$ cat config.mk
export PLATFORM = sky130hd
export DESIGN_NAME = demux_1x8_deser
export DESIGN_NICKNAME = d
export VERILOG_FILES = /design/src/rtl/demux1x8.sv /design/src/rtl/demux_1x8_deser.sv
export SDC_FILE = /design/constraint.sdc
export NUM_CORES = 1
export LEC_CHECK = 0
export CAP_MARGIN = 30
export CORE_MARGIN = 2
export CORE_UTILIZATION = 46
export DETAILED_ROUTE_END_ITERATION = 10
export PLACE_DENSITY = 0.74
export SLEW_MARGIN = 40
export SYNTH_ARGS = -nofsm -noshare
export SYNTH_HDL_FRONTEND = slang
export SYNTH_HIERARCHICAL = 1
export SYNTH_SLANG_ARGS = --single-unit
$ cat constraint.sdc
create_clock -name clk -period 1.8 [get_ports clk]
set_clock_uncertainty 0.1 [all_clocks]
set_input_delay 0.54 -clock clk [delete_from_list [all_inputs] [get_ports clk]]
set_output_delay 0.54 -clock clk [all_outputs]
set_load 0.01 [all_outputs]
$ cat src/rtl/demux1x8.sv
// 1-to-8 demultiplexer: routes 'in' to the output selected by {s2,s1,s0};
// every other output is held low.
module demux1x8 (
  input  logic       in,
  input  logic       s0,
  input  logic       s1,
  input  logic       s2,
  output logic [7:0] out
);

  always_comb begin
    out = '0;
    out[{s2, s1, s0}] = in;
  end

endmodule

$ cat src/rtl/demux_1x8_deser.sv
// Serial-to-parallel byte assembler.
// A 3-bit select drives a 1x8 demux whose outputs are per-bit accumulator write enables.
module demux_1x8_deser #(
  parameter bit LSB_FIRST = 1'b1
) (
  input  logic       clk,
  input  logic       rst_n,
  input  logic       d,
  input  logic       d_valid,
  input  logic       clear,
  input  logic       y_ready,
  output logic       s0,
  output logic       s1,
  output logic       s2,
  output logic [7:0] y,
  output logic       y_valid,
  output logic       overrun
);

  localparam int NUM_BITS = 8;
  localparam logic [2:0] LAST_SEL = 3'(NUM_BITS - 1);

  typedef enum logic {
    IDLE = 1'b0,
    FILL = 1'b1
  } state_e;

  state_e     state_q, state_d;
  logic [2:0] sel_q, sel_d;
  logic [7:0] acc_q, acc_d;
  logic [7:0] y_q, y_d;
  logic       y_valid_q, y_valid_d;
  logic       overrun_q, overrun_d;

  logic       sample;
  logic       byte_done;
  logic [2:0] lane;
  logic [7:0] bit_we;
  logic [7:0] acc_new;

  // A clear cycle swallows any d_valid on the same edge.
  assign sample    = d_valid & ~clear;
  assign byte_done = sample && (sel_q == LAST_SEL);
  // MSB-first order writes bit 7-sel, which is simply the inverted select.
  assign lane      = LSB_FIRST ? sel_q : ~sel_q;

  demux1x8 u_demux (
    .in  (sample),
    .s0  (lane[0]),
    .s1  (lane[1]),
    .s2  (lane[2]),
    .out (bit_we)
  );

  always_comb begin
    acc_new = acc_q;
    for (int i = 0; i < NUM_BITS; i++) begin
      if (bit_we[i]) acc_new[i] = d;
    end
  end

  always_comb begin
    state_d   = state_q;
    sel_d     = sel_q;
    acc_d     = acc_q;
    y_d       = y_q;
    y_valid_d = y_valid_q;
    overrun_d = overrun_q;

    case (state_q)
      IDLE:    if (sample) state_d = FILL;
      FILL:    if (byte_done) state_d = IDLE;
      default: state_d = IDLE;
    endcase

    if (clear) begin
      state_d   = IDLE;
      sel_d     = '0;
      acc_d     = '0;
      overrun_d = 1'b0;
    end else if (sample) begin
      sel_d = sel_q + 3'd1;
      acc_d = acc_new;
    end

    // Output register is independent of the accumulator; a full byte arriving
    // while the previous one is still unconsumed is dropped and flagged.
    if (byte_done) begin
      if (!y_valid_q || y_ready) begin
        y_d       = acc_new;
        y_valid_d = 1'b1;
      end else begin
        overrun_d = 1'b1;
      end
    end else if (y_valid_q && y_ready) begin
      y_valid_d = 1'b0;
    end
  end

  always_ff @(posedge clk or negedge rst_n) begin
    if (!rst_n) begin
      state_q   <= IDLE;
      sel_q     <= '0;
      acc_q     <= '0;
      y_q       <= '0;
      y_valid_q <= 1'b0;
      overrun_q <= 1'b0;
    end else begin
      state_q   <= state_d;
      sel_q     <= sel_d;
      acc_q     <= acc_d;
      y_q       <= y_d;
      y_valid_q <= y_valid_d;
      overrun_q <= overrun_d;
    end
  end

  assign s0      = sel_q[0];
  assign s1      = sel_q[1];
  assign s2      = sel_q[2];
  assign y       = y_q;
  assign y_valid = y_valid_q;
  assign overrun = overrun_q;

endmodule

==> impl_metrics.toml, run 1 <==
[placement]
place_area_um2 = 1460
port_buffers = 18
pre_cts_slack_ps = -554
routabilityCongestion = 0.795
dp_hpwl_mm = 1.52

[clock_tree]
clk_path_buf_depth = 2
cts_buffers = 3
clockRootBuffer = "clkbuf_4"
tritoncts = "done"
cts_sinks = 21
path_clk_slew_ps = 120
insertion_delay_ps = 310
ctsHtreeMaxLevel = 1

[synth]
synthMuxAreaShare = 0.186
netlist_area_um2 = 1070
synth_top_cell_area_share = 0.490
ys_warn_count = 6
synth_xor_xnor_area_share = 0.00816
synth_top_family_by_area = "simple AND/OR/NAND/NOR gates"
synth_compound_area_frac = 0.0501
synth-simple-area-share = 0.227
postSynthAreaPerCell_um2 = 11.2
yosys.area_share.adder = 0.0233
syn_nets = 104
ys_types = 20
ys_seq_area_frac = 0.490
yosysTopAreaCell = "dfrtp_1"
netlist_instances = 96
synthTopCellsByArea = "dfrtp_1, mux2_2, nand2_1"
synth-seq-cells = 21

[drt]
ant_nets = 0
drtIter0Drc = 4
vias = 850
wl_met3_um = 53
wirelength_met1_mm = 1.04
avgViaCountPerCell = 5.21
met2_wirelength_mm = 1.08
highest_layer = "met4"
wl_mm = 2.20
firstDrtPassIters = 3
wl_per_cell_um = 13.5
drcViolationCount = 0

[setup_path]
cp_max_fo = 8
worstPathArrival_ps = 1850
required_ps = 1910
cp-start-kind = "flop"
reg2reg_from = "lane[0]"
critical_path_class = "reg2reg"
r2r_slack_ps = 60
worstSetupEndpointType = "flop"
startpoint = "lane[0]"

[power]
seq_power_share = 0.583
power_density_nw_per_um2 = 545
vdd_drop_max_mv = 0.354
p_sw_frac = 0.257
p_int_uw = 618
clockPowerShare = 0.280
combPwrFrac = 0.137
leakage_uw = 0.000749
switchingPower_uw = 213

[layout]
drive_above_1_share = 0.415
diodes = 0
synthToLayoutAreaGrowth_pct = 42.1
fillCellCount = 170
fin_area_um2 = 1530
finalNetCount = 144

[global_route]
grt_start_max_net_pins = 22
grt_pass1_vias = 864
antenna_found_initial = 0
overflow = 0
grt_pass1_wl_mm = 3.73
grt_usage = 0.187

[sta]
final.setup.worst_slack_ps = 57.3
period_share = 0.968
setup_viol_count_final = 0
finalHoldViolations = 0
slew_violations = 0
maxSlewHeadroom = 0.810
tightestPinTransition_ps = 285
fin_crit_ps = 1740
fmax_ghz = 0.574

[floorplanning]
die-width_um = 52.3
dieArea_um2 = 2740
die_y_um = 52.3
initial_core_util = 0.485
core_area_um2 = 2210
num_rows = 17
io_pins = 19

[flow_run]
drv_cap = 0

[outcome]
status = "completed"

[min_path]
hp-start = "y[1]"
hold_class = "reg2reg"
timing repair:
action                     CTS  global route
buffers inserted             3             4
hold buffers                 0             0
setup endpoints to repair   21             8
pin swaps                    2             3
gates resized for setup     18             2
cloned                       0             0
power groups by stage:
stage,sequential (uW),combinational [uW],clock (uW)
after global placement,494,108,0
after CTS,482,119,239
after floorplan,502,46.9,0
after global routing,486,126,260
final,484,114,233
after detailed placement,495,111,0
state kept, by name, summed over array words and instances (netlist names):
| name | count |
|---|---|
| lane | 3 |
| y_valid | 1 |
| acc_q | 8 |
| overrun | 1 |
| y | 8 |
metal layers:
layer	GRT usage	vias up
met5	0	-
met4	0.0897	0
met3	0.0286	4
met2	0.321	11
met1	0.226	414
li1	-	421
synth_stat cells, drive strengths merged:
cell type  instances
nor2               4
o21bai             1
nand3              8
mux2i              2
and4b              3
and4               1
a21oi              8
buf                2
nor2b              2
and4bb             3
nor4b              1
mux2              16
xnor2              1
nor3               1
nand2             17
dfrtp             21
a31oi              1
ha                 2
clkbuf             2
stage by stage:
step	TNS, ps	instances	total power [uW]	hold WS [ps]	util
final	0	163	831	420	0.689
after global routing	-1.58	163	872	438	0.689
after CTS	0	160	840	415	0.677
after detailed placement	-5770	153	606	393	0.659
after global placement	-5180	153	602	386	0.659
after floorplan	-293	96	549	144	-
critical path, cell delays in order, from the launching register on:
cell and delay (ps):
dfrtp_2 420, ha_1 160, ha_2 180, nand2_2 80, nor3_4 220, buf_12 160
mux2_2 330
path summary, 6_finish.rpt:
path | end | cells past startpoint
setup / recovery | y[5] | 6
hold / removal | y[1] | 1
setup reg to reg | y[5] | 6
hold reg to reg | y[1] | 1
max in group asynchronous | lane[2] | 2
min in group asynchronous | acc_q[4] | 2
cells by family (layout without fill, tap and decap cells):
| family | after synthesis | in the layout |
|---|---|---|
| XOR/XNOR | 1 | 1 |
| buffers and inverters | 4 | 43 |
| adder cells (fa/ha/maj) | 2 | 2 |
| AO/OA/AOI/OAI | 10 | 10 |
| flip-flops | 21 | 21 |
| AND/OR/NAND/NOR | 40 | 40 |
| multiplexers | 18 | 18 |
cells in the final DEF (no fill, tap or decap), types with 4 or more instances in the layout:
cell type	instances
nor2_1	4
nand2_1	16
buf_4	18
nand3_1	8
dlygate4sd2_1	15
dfrtp_1	18
mux2_2	5
mux2_4	11
a21oi_1	8
cell type report:
cell class | instances | area [um2] | area share
multi-input cells | 71 | 594 | 0.390
flip-flops and latches | 21 | 529 | 0.347
repair buffers | 39 | 339 | 0.222
well taps | 28 | 35.0 | 0.0230
clock buffers | 3 | 22.5 | 0.0148
clock inverters | 1 | 5.00 | 0.00328
Power figures use the tool's default switching activity.
==> inputs of run 2 (changes only) <==
--- a/config.mk
+++ b/config.mk
@@ -10,6 +10,7 @@
 export CORE_UTILIZATION = 46
 export DETAILED_ROUTE_END_ITERATION = 10
 export PLACE_DENSITY = 0.74
+export SETUP_SLACK_MARGIN = 0.3
 export SLEW_MARGIN = 40
 export SYNTH_ARGS = -nofsm -noshare
 export SYNTH_HDL_FRONTEND = slang
==> impl_metrics.toml, run 2 (same netlist as run 1, synthesis figures left out) <==
[power]
leakage_uw = 0.000834
power.total_uw = 874
vdd_drop_max_mv = 0.428
combPwrFrac = 0.173
switchingPower_uw = 233
clockPowerShare = 0.273
p_sw_frac = 0.267
seq_power_share = 0.554
p_int_uw = 641
power_density_nw_per_um2 = 514

[floorplanning]
core_area_um2 = 2210
die-width_um = 52.3
die_y_um = 52.3
dieArea_um2 = 2740
num_rows = 17
io_pins = 19
initial_core_util = 0.485

[clock_tree]
cts_sinks = 21
tritoncts = "done"
ctsHtreeMaxLevel = 1
path_clk_slew_ps = 130
cts_buffers = 3
hold_buffers = 0
clk_path_buf_depth = 2
clockRootBuffer = "clkbuf_4"
insertion_delay_ps = 320

[drt]
drtIter0Drc = 6
wl_per_cell_um = 15.6
firstDrtPassIters = 4
avgViaCountPerCell = 5.23
vias = 958
drcViolationCount = 0
ant_nets = 0
wl_mm = 2.85

[sta]
finalHoldViolations = 0
rsz0062_at_grt = "true"
period_share = 0.992
fmax_ghz = 0.560
tightestPinTransition_ps = 337
maxSlewHeadroom = 0.775
setup_viol_count_final = 0
fin_crit_ps = 1790
slew_violations = 0

[setup_path]
r2r_end = "y[2]"
required_ps = 1920
cp_max_fo = 8
critical_path_class = "reg2reg"
startpoint = "lane[0]"
reg2reg_from = "lane[0]"
r2r_slack_ps = 10
ff2ff_path_depth = 5
critPathCapture = "y[2]"
worstPathArrival_ps = 1910
cp-start-kind = "flop"
worstSetupEndpointType = "flop"

[global_route]
grt_usage = 0.216
overflow = 0
grt_pass1_wl_mm = 4.24
grt_pass1_vias = 946
antenna_found_initial = 0
grt_start_max_net_pins = 22

[layout]
synthToLayoutAreaGrowth_pct = 58.4
ff_latch_area_um2 = 529
layout_commonest_cell = "buf_4"
final_cell_mix = "buf_4, dfrtp_1, nand2_1, mux2_4, buf_2"
finalNetCount = 164
final_cells = 183
diodes = 0
fillCellCount = 145
multi_input_area_um2 = 646
drive_above_1_share = 0.600

[placement]
dp_hpwl_mm = 1.52
port_buffers = 18
routabilityCongestion = 0.795
dp.cells = 153

[flow_run]
drv_cap = 0

[min_path]
hold_class = "reg2reg"

[outcome]
status = "completed"
-- run 2: worst min-delay path by stage --
stage / startpoint / cells after the start / end / slack, ps
final: y[5] / 1 / y[5] / 430
after global routing: y[5] / 1 / y[5] / 440
after CTS: y[7] / 1 / y[7] / 420
after detailed placement: overrun / 2 / overrun / 390
after global placement: overrun / 2 / overrun / 390
after floorplan: rst_n / 0 / acc_q[0] / 140
-- run 2: critical path: stages (launching register included) --
cell and delay (ps):
dfrtp_2 440, buf_6 130, buf_6 130, and4bb_2 330
mux2_4 300, mux2_4 250
-- run 2: repair_timing --
| action | in CTS | in global routing |
|---|---|---|
| setup endpoints to repair | 30 | 29 |
| pin swaps | 6 | 11 |
| gates resized for setup | 62 | 12 |
| buffers inserted | 14 | 12 |
-- run 2: metrics by stage --
step / hold slack (ps) / utilization / area, um2 / worst slack (ps) / setup TNS [ps]
2_1_floorplan: 144 / - / 1140 / -47.5 / -293
3_3_place_gp: 386 / 0.659 / 1460 / -508 / -5180
3_5_place_dp: 393 / 0.659 / 1460 / -554 / -5770
4_1_cts: 423 / 0.707 / 1560 / 61.6 / 0
5_1_grt: 441 / 0.769 / 1700 / -24.0 / -29.5
6_report: 426 / 0.769 / 1700 / 14.5 / 0
-- run 2: routing by layer --
metal | track usage | vias to the layer above | wire length, um
met5 | 0 | - | 0
met4 | 0.141 | 0 | 59
met3 | 0.0314 | 4 | 66
met2 | 0.344 | 15 | 1440
met1 | 0.272 | 476 | 1290
li1 | - | 463 | -
-- run 2: cell type report --
| class | count | area share |
|---|---|---|
| clock buffer | 3 | 0.0132 |
| clock inverter | 1 | 0.00294 |
| multi-input combinational | 71 | 0.380 |
| tap | 28 | 0.0206 |
| sequential | 21 | 0.311 |
| timing repair buffer | 59 | 0.272 |
-- run 2: power groups by stage --
| stage | clock network (uW) | logic, uW | registers (uW) |
|---|---|---|---|
| 2_1_floorplan | 0 | 46.9 | 502 |
| 4_1_cts | 239 | 133 | 483 |
| 3_5_place_dp | 0 | 111 | 495 |
| 6_report | 238 | 152 | 484 |
| 5_1_grt | 261 | 165 | 486 |
| 3_3_place_gp | 0 | 108 | 494 |
